### src/rtl/pc_source_reg.sv
// Next-PC source selector fused with the PC register. A redirect that arrives
// during a stall is buffered until the stall releases, and the newest redirect wins.
module pc_source_reg #(
   parameter int unsigned      WIDTH        = 32,
   parameter int unsigned      NUM_SRC      = 6,
   parameter int unsigned      SEL_W        = 3,
   parameter logic [WIDTH-1:0] RESET_VECTOR = WIDTH'(0),
   parameter int unsigned      ALIGN_BITS   = 2
) (
   input  logic                     clk,
   input  logic                     reset_n,
   input  logic [SEL_W-1:0]         selector,
   input  logic [NUM_SRC*WIDTH-1:0] data_in,
   input  logic                     pc_write,
   input  logic                     pc_write_cond,
   input  logic                     cond_true,
   input  logic                     stall,
   output logic [WIDTH-1:0]         pc_out,
   output logic [WIDTH-1:0]         pc_prev,
   output logic                     redirect_pend,
   output logic                     misaligned,
   output logic                     sel_error
);

   localparam logic [WIDTH-1:0] ALIGN_MASK =
      WIDTH'((65'(1) << ALIGN_BITS) - 65'(1));

   typedef enum logic {
      RUN  = 1'b0,
      HELD = 1'b1
   } state_t;

   state_t           state;
   state_t           state_nx;
   logic [WIDTH-1:0] pend;
   logic [WIDTH-1:0] pend_nx;
   logic [WIDTH-1:0] cand;
   logic [WIDTH-1:0] commit_val;
   logic             commit;
   logic             load;
   logic             sel_legal;
   logic             load_ok;

   assign load      = pc_write | (pc_write_cond & cond_true);
   assign sel_legal = 32'(selector) < NUM_SRC;
   assign load_ok   = load & sel_legal;

   // Candidate mux; an out-of-range selector yields zero and is never committed
   always_comb begin
      cand = '0;
      for (int unsigned k = 0; k < NUM_SRC; k++) begin
         if (selector == SEL_W'(k)) cand = data_in[k*WIDTH +: WIDTH];
      end
   end

   always_ff @(posedge clk or negedge reset_n) begin
      if (!reset_n) state <= RUN;
      else          state <= state_nx;
   end

   // Next-state, pending buffer and commit decision
   always_comb begin
      state_nx   = state;
      pend_nx    = pend;
      commit     = 1'b0;
      commit_val = pend;
      case (state)
         RUN: begin
            if (load_ok) begin
               if (stall) begin
                  pend_nx  = cand;
                  state_nx = HELD;
               end else begin
                  commit     = 1'b1;
                  commit_val = cand;
               end
            end
         end
         HELD: begin
            if (stall) begin
               if (load_ok) pend_nx = cand;
            end else begin
               commit     = 1'b1;
               commit_val = load_ok ? cand : pend;
               pend_nx    = '0;
               state_nx   = RUN;
            end
         end
         default: state_nx = RUN;
      endcase
   end

   // PC datapath and one-cycle status pulses
   always_ff @(posedge clk or negedge reset_n) begin
      if (!reset_n) begin
         pend          <= '0;
         pc_out        <= RESET_VECTOR;
         pc_prev       <= RESET_VECTOR;
         redirect_pend <= 1'b0;
         misaligned    <= 1'b0;
         sel_error     <= 1'b0;
      end else begin
         pend          <= pend_nx;
         redirect_pend <= (state_nx == HELD);
         sel_error     <= load & ~sel_legal;
         misaligned    <= commit & (|(commit_val & ALIGN_MASK));
         if (commit) begin
            pc_out  <= commit_val & ~ALIGN_MASK;
            pc_prev <= pc_out;
         end
      end
   end

endmodule

### config.mk
export PLATFORM = sky130hd
export DESIGN_NAME = pc_source_reg
export DESIGN_NICKNAME = d
export VERILOG_FILES = /design/src/rtl/pc_source_reg.sv
export SDC_FILE = /design/constraint.sdc
export NUM_CORES = 1
export LEC_CHECK = 0
export CAP_MARGIN = 30
export CELL_PAD_IN_SITES_DETAIL_PLACEMENT = 0
export CELL_PAD_IN_SITES_GLOBAL_PLACEMENT = 1
export CORE_MARGIN = 4
export CORE_UTILIZATION = 29
export DETAILED_ROUTE_END_ITERATION = 16
export PLACE_DENSITY_LB_ADDON = 0.1
export SYNTH_ARGS = -nofsm -noshare
export SYNTH_HDL_FRONTEND = slang
export SYNTH_SLANG_ARGS = --single-unit
### constraint.sdc
create_clock -name clk -period 1.3 [get_ports clk]
set_input_delay 0.26 -clock clk [delete_from_list [all_inputs] [get_ports clk]]
set_output_delay 0.26 -clock clk [all_outputs]
set_load 0.05 [all_outputs]
* Word-level counts from Yosys, hierarchy flattened
Index checks and enable logic that the tools add are counted.
Widths: inputs -> output; s select.
** Word-level totals
- Flip-flop bits (word level) :: 95
- Input bits :: 201
- Logic and storage cells :: 45
** Cells by class
- Magnitude comparators :: 1
- Equality and inequality tests :: 7
- Mux-type cells :: 21
- Bitwise logic cells :: 7
- Reductions and logical operators :: 3
** Operators with widths (number)
- $mux 32 :: 13
- $pmux 32 s2 :: 2
- $eq 3x2->1 const B :: 2
- $eq 3x3->1 const B :: 2
- $and 1x1->1 :: 4
- $mux 1 :: 4
- $ne 2x2->1 const B :: 2
- $pmux 1 s2 :: 2
- $eq 3x1->1 const B :: 1
- $logic_not 3->1 :: 1
- $lt 3x3->1 const B :: 1
- $not 1->1 :: 2
- $reduce_and 2->1 :: 1
- $reduce_or 2->1 :: 1
- $or 1x1->1 :: 1

* Longest topological paths before layout
Gate-level depths: netlist of the first run.
- Depth after elaboration :: 12
- Gate-level depth with buffers :: 7

* Worst setup path after synthesis of the first run
Ideal clock, no wire load.
- Path type :: reg-to-reg
- From :: reg redirect_pend (netlist name)
- To :: reg pc_out[27]
- Setup time :: 77 ps
- Arrival time :: 1343 ps
- Data required time :: 1223 ps
- Setup slack :: -119 ps
- Stages on the path, launching flop included :: 6
- Path buffers :: 1
- Clock period less this slack :: 1419 ps
- Path through :: dfrtp_1 > inv_1 > a21oi_2 > buf_2 > o21ai_0 > o21ai_1
** RTL lines
- end signal: assignment :: line 108 : pc_out <= commit_val & ~ALIGN_MASK;
- end: declaration :: line 18 : output logic [WIDTH-1:0] pc_out,

* Worst setup path in the final report of the first run
- From :: reg redirect_pend
- To :: out redirect_pend
** RTL lines
- start: declaration :: line 20 : output logic redirect_pend,
- start signal: assignment :: line 104 : redirect_pend <= (state_nx == HELD);
No word-level cell between the ends.

==> reports/metrics.yaml, run 1 <==
grt:
  grtUsageTotal: 0.2026
  grt_pass1_vias: 6007
  grt_pass1_wl_um: 34290
  antenna_found_initial: 1
  grt_max_degree: 32
  grt-ovfl-total: 0
route:
  ant_nets: 0
  drtPass1Iterations: 4
  via_per_inst: 4.939
  num_vias: 5942
  drc: 0
  wl_per_cell_um: 18.92
  wl_um: 22760
  drt_iter0_markers: 360
sta:
  post-route-min-period_ns: 1.327
  fin_crit_sh: 1.021
  finalHoldViolCount: 0
  worst_slack_ns: -0.02691
  setup_violations: 4
  rsz0062_at_grt: "true"
  drv_slew: 0
  max_freq_ghz: 0.7536
  finClkSkew_ns: 0.005707
place:
  hpwl_um: 17350
  place_ws_ns: -0.7194
  portBuffers: 263
  place_congestion: 0.8192
  post_dp_cell_area_um2: 9457
die:
  rows: 50
  initial_utilization: 0.2967
  die_y_um: 146.6
  die_area_um2: 21480
  ioPinCount: 268
  core_um2: 18770
  die_w_um: 146.6
power_and_ir_drop:
  seqPwrFrac: 0.329
  power.leakage_nw: 4.525
  switchingPower_mw: 4.822
  power_density_nw_per_um2: 1211
  power_frac_clock: 0.194
  vdd_drop_max_mv: 0.6896
  internal_power_mw: 8.000
  swShare: 0.3761
  p_comb_frac: 0.478
yosys:
  syn_avg_cell_area_um2: 8.323
  synth_cell_types: 30
  ys_ff_latch: 95
  yosysSeqAreaShare: 0.4270
  syn_area_um2: 5568
  yosysWarningCount: 0
  synth_cells: 669
cells_and_area:
  multiInputGateArea_um2: 3289
  final_cell_area_um2: 10590
  area_delta_synth_final_pct: 90.11
  nets: 1164
  post_route_cells_drive_above_1_share: 0.2521
  fillCellCount: 1637
  regArea_um2: 2379
critical_path:
  worstSetupEndpointType: "primary output"
  cp_top_family: "flip-flops"
  worst-path-buf-inv: 2
  critPathLaunchType: "flip-flop"
  regToRegSetupSlack_ns: 0.04
  crit_chain: "buf_6 -> buf_12"
  worstPathRequired_ns: 1.04
  slowest_stage: "dfrtp_2"
  max_stage_delay_ns: 0.44
  critPathMaxFanout: 3
  arrival_ns: 1.07
  crit_type: "flip-flop to primary output"
hold_path:
  hp-class: "primary input to asynchronous set/reset pin"
clock_network:
  ctsHtreeMaxLevel: 3
  worstSkewPairLatency_ns: 0.34
  clkSinkCount: 95
  clk_transition_reported_paths_ns: 0.06
  clockRootBuffer: "clkbuf_16"
  cts_tree: "done"
  cts_max_path_buffers: 2
  cts_buffers: 9
flow_run:
  drv_cap: 0
run_status:
  violations: "negative setup slack"
  status: "finished, violations left"
[metal layers]
| layer | global-route usage | part of all wire |
|---|---|---|
| met5 | 0 | 0 |
| met1 | 0.2688 | 0.43 |
| met2 | 0.3394 | 0.50 |
| met3 | 0.05059 | 0.066 |
| met4 | 0.03669 | 0.0085 |
[cell families (layout without fill, tap and decap cells)]
kind of cell           count (synthesis)  count (layout)  synth area share
and+or+nand+nor                      227             227            0.1580
buffers and inverters                 59             355           0.05371
other                                  1               5         0.0006735
muxes                                 62              62            0.1115
DFF                                   95              95            0.4270
AOI/OAI and AO/OA                    225             225            0.2492
[worst reg2reg max path, delay by kind of cell, from the launching register on]
kind,cells,cell delay [ns]
buffers and inverters,4,0.54
DFF,1,0.44
and+or+nand+nor,2,0.12
AOI/OAI and AO/OA,1,0.06
[power by group through the flow]
stage / combinational, mW / clock (mW) / sequential, mW
4_1_cts: 5.93 / 2.53 / 4.21
3_5_place_dp: 5.68 / 0 / 4.26
2_1_floorplan: 1.17 / 0 / 5.38
6_report: 6.13 / 2.48 / 4.21
5_1_grt: 6.43 / 2.69 / 4.30
3_3_place_gp: 5.64 / 0 / 4.23
[cell usage in the layout (no fill, tap or decap), types with 13 or more instances in the layout]
cell type and count:
clkbuf_16 13, o21ai_0 29, clkdlybuf4s50_1 189, dfrtp_1 94, a211oi_2 16, buf_4 22, nand2_1 197, nand2_2 15
buf_12 88, a211oi_4 16, mux2i_1 58, o21ai_2 22, o21ai_1 129, buf_6 16
[through the flow]
step                setup TNS, ns  utilization  power, mW  hold WS (ns)  instances
finish                   -0.04857       0.5640      12.82        0.3152       1203
global route              -0.3499       0.5640      13.42        0.3172       1203
CTS                       -0.1164       0.5399      12.67        0.3184       1190
detailed placement         -56.89       0.5039      9.933        0.1311       1162
global placement           -53.00       0.5039      9.864        0.1254       1162
floorplan                 -0.1689            -      6.554      -0.03559        672
[final cells by class]
cell class,instances,area share
diodes,1,0.0002364
inverters,3,0.001064
repair buffers,336,0.4093
flip-flops and latches,95,0.2247
clock inverters,3,0.001655
well taps,234,0.02766
clock buffers,13,0.02459
multi-input cells,518,0.3108
[worst paths after layout]
kind / startpoint / to / cells past startpoint
min in group clk: selector[2] / sel_error / 4
max in group asynchronous: reset_n / pend[26] / 3
max: redirect_pend / redirect_pend / 2
min reg2reg: pend[29] / pend[29] / 2
min: reset_n / pc_prev[20] / 2
max reg2reg: redirect_pend / pc_prev[17] / 7
[sequential cells by signal (all words and copies together) (netlist names)]
register	count
sel_error	1
pc_prev	30
pend	32
pc_out	30
misaligned	1
redirect_pend	1
[synthesized netlist by cell type, drive strengths merged]
| cell | count | area, um^2 |
|---|---|---|
| nand3 | 1 | 5.000 |
| or3 | 1 | 6.260 |
| conb | 1 | 3.750 |
| nor3b | 1 | 7.510 |
| a21oi | 4 | 27.53 |
| nor2b | 2 | 15.02 |
| o211ai | 1 | 7.510 |
| o31ai | 1 | 7.510 |
| dfrtp | 95 | 2377 |
| mux2i | 62 | 620.6 |
| o21ai | 183 | 923.4 |
| a22o | 1 | 8.760 |
| nand2b | 3 | 18.77 |
| nand2 | 214 | 803.3 |
| inv | 3 | 11.26 |
| a211oi | 32 | 385.4 |
| and3b | 1 | 8.760 |
| clkbuf | 24 | 90.09 |
| o22ai | 1 | 6.260 |
| a221oi | 1 | 15.01 |
| buf | 32 | 197.7 |
| a31oi | 1 | 6.260 |
| nor2 | 4 | 15.01 |
[repair_timing]
action                                  in CTS  in global routing
buffers inserted                             6                  6
pin swaps                                   25                 63
cloned                                       5                  8
resized for setup                           51                138
hold buffers                                 1                  0
hold endpoints to repair                     8                  0
endpoints found under the setup margin      94                 80
Power figures use the tool's default switching activity.
==> run 2: changes to the inputs <==
--- a/config.mk
+++ b/config.mk
@@ -5,13 +5,13 @@
 export SDC_FILE = /design/constraint.sdc
 export NUM_CORES = 1
 export LEC_CHECK = 0
-export CAP_MARGIN = 30
 export CELL_PAD_IN_SITES_DETAIL_PLACEMENT = 0
 export CELL_PAD_IN_SITES_GLOBAL_PLACEMENT = 1
 export CORE_MARGIN = 4
 export CORE_UTILIZATION = 29
 export DETAILED_ROUTE_END_ITERATION = 16
-export PLACE_DENSITY_LB_ADDON = 0.1
+export GPL_TIMING_DRIVEN = 0
+export PLACE_DENSITY = 0.82
 export SYNTH_ARGS = -nofsm -noshare
 export SYNTH_HDL_FRONTEND = slang
 export SYNTH_SLANG_ARGS = --single-unit
==> reports/metrics.yaml, run 2 (synthesis gave the netlist of run 1 again) <==
critical_path:
  cp_top_family: "buffers and inverters"
  arrival_ns: 1.51
  max_stage_delay_ns: 0.15
  crit_type: "primary input to flip-flop"
  worstSetupEndpointType: "flip-flop"
  critPathMaxFanout: 6
  worstPathRequired_ns: 1.52
  slowest_stage: "buf_4"
  critPathLaunchType: "primary input"
  path_common_cell: "buf_12"
  crit_chain: "buf_6 -> buf_12 -> buf_8 -> buf_12 -> a21oi_4 -> buf_12 -> o21ai_4 -> buf_4 -> buf_8 -> nand2_1 -> o21ai_1"
  worst-path-buf-inv: 7
grt:
  grt-ovfl-total: 0
  grtUsageTotal: 0.1962
  grt_pass1_vias: 5917
  grt_max_degree: 72
  grt_pass1_wl_um: 33290
  antenna_found_initial: 0
cells_and_area:
  area_delta_synth_final_pct: 67.55
  fillCellCount: 1867
  final_util: 0.4971
  multiInputGateArea_um2: 3118
  post_route_cells_drive_above_1_share: 0.2452
  reg_top3: "pend (32), pc_out (30), pc_prev (30)"
  mostFrequentLayoutCells: "nand2_1 (210), clkdlybuf4s50_1 (189), o21ai_1 (94), dfrtp_1 (94), o21ai_0 (76)"
  num_antenna_cells: 0
  largest_register_ff_count: 32
  final_common_cell: "nand2_1"
  regMostFlops: "pend"
  nets: 1179
  final_cell_area_um2: 9329
  regArea_um2: 2379
sta:
  finalHoldViolCount: 0
  finClkSkew_ns: 0.006766
  post-route-min-period_ns: 1.292
  max_freq_ghz: 0.7739
  drv_slew: 0
  fin_crit_sh: 0.9940
  setup_violations: 0
  rsz0062_at_grt: "true"
route:
  ant_nets: 0
  drt_iter0_markers: 318
  drtPass1Iterations: 5
  wl_um: 21840
  via_per_inst: 4.815
  wl_per_cell_um: 17.94
  num_vias: 5860
  drc: 0
run_status:
  status: "finished clean"
clock_network:
  worstSkewPairLatency_ns: 0.35
  cts_max_path_buffers: 2
  ctsHtreeMaxLevel: 3
  clkSinkCount: 95
  clockRootBuffer: "clkbuf_16"
  cts_buffers: 9
  cts_tree: "done"
  clk_transition_reported_paths_ns: 0.07
power_and_ir_drop:
  internal_power_mw: 6.760
  swShare: 0.4012
  seqPwrFrac: 0.348
  vdd_drop_max_mv: 0.6099
  power.leakage_nw: 4.157
  p_comb_frac: 0.415
  power_density_nw_per_um2: 1210
  total_power_mw: 11.29
  switchingPower_mw: 4.529
  power_frac_clock: 0.237
die:
  die_area_um2: 21480
  ioPinCount: 268
  rows: 50
  die_w_um: 146.6
  die_y_um: 146.6
  initial_utilization: 0.2967
  core_um2: 18770
flow_run:
  drv_cap: 0
place:
  hpwl_um: 17190
  place_congestion: 0.7800
  portBuffers: 263
  post_dp_cell_area_um2: 8539
hold_path:
  hp-class: "primary input to flip-flop"
[run 2: cell types whose count changed in the layout (fill, tap and decap cells not counted), sizes merged, moves of 2 or more]
cell,change
dlygate4sd2,-5
clkbuf,+23
dlymetal6s2s,+2
inv,+2
bufbuf,-2
buf,-9
[run 2: tightest hold or removal path, stage by stage]
cell and delay (ns):
buf_6 0.11, nand2_1 0.12, nor2_1 0.05
[run 2: final timing paths]
kind	start	end	slack, ns	cells after the start
worst max register to register	redirect_pend	pc_prev[15]	0.04	6
min in group asynchronous	reset_n	pc_prev[5]	0.36	2
max in group asynchronous	reset_n	pend[24]	0.27	3
worst min register to register	pc_prev[27]	pc_prev[27]	0.47	2
worst min-delay path	selector[1]	sel_error	0.24	3
worst max-delay path	selector[1]	pc_out[3]	0.008	11
[run 2: power groups by stage]
stage | registers [mW] | clock network, mW | logic [mW]
floorplan | 5.38 | 0 | 1.17
global placement | 3.98 | 0 | 4.58
detailed placement | 3.99 | 0 | 4.63
CTS | 3.93 | 2.74 | 4.60
global route | 4.02 | 2.85 | 4.99
finish | 3.93 | 2.68 | 4.68
[run 2: routing by layer]
metal	global-route usage	wire length (um)	up-vias
met2	0.3468	10970	200
met3	0.03569	1298	24
li1	-	-	2927
met4	0.05503	356	0
met1	0.2454	9206	2709
met5	0	0	-
[run 2: cell type report]
class | count | area share
multi-input combinational | 520 | 0.3342
timing repair buffer | 295 | 0.2922
sequential | 95 | 0.2550
buffer | 54 | 0.05405
tap | 234 | 0.03138
clock buffer | 10 | 0.02454
clock inverter | 6 | 0.007377
inverter | 3 | 0.001207
[run 2: timing repair]
action | CTS | global route
endpoints found under the hold margin | 24 | 0
hold buffers | 1 | 0
pin swaps | 34 | 19
buffers inserted | 24 | 6
cloned | 6 | 0
endpoints found under the setup margin | 157 | 104
resized for setup | 459 | 74
[run 2: through the flow]
| stage | setup TNS (ns) | worst slack, ns | hold WS, ns | std cells |
|---|---|---|---|---|
| final | 0 | 0.007823 | 0.2376 | 1217 |
| after global routing | -0.4421 | -0.04991 | 0.2478 | 1217 |
| after CTS | 0 | 0.0008489 | 0.2209 | 1215 |
| after detailed placement | -99.36 | -1.128 | 0.1907 | 1170 |
| after global placement | -442.95 | -3.980 | 0.4580 | 1169 |
| after floorplan | -0.1689 | -0.004562 | -0.03559 | 672 |
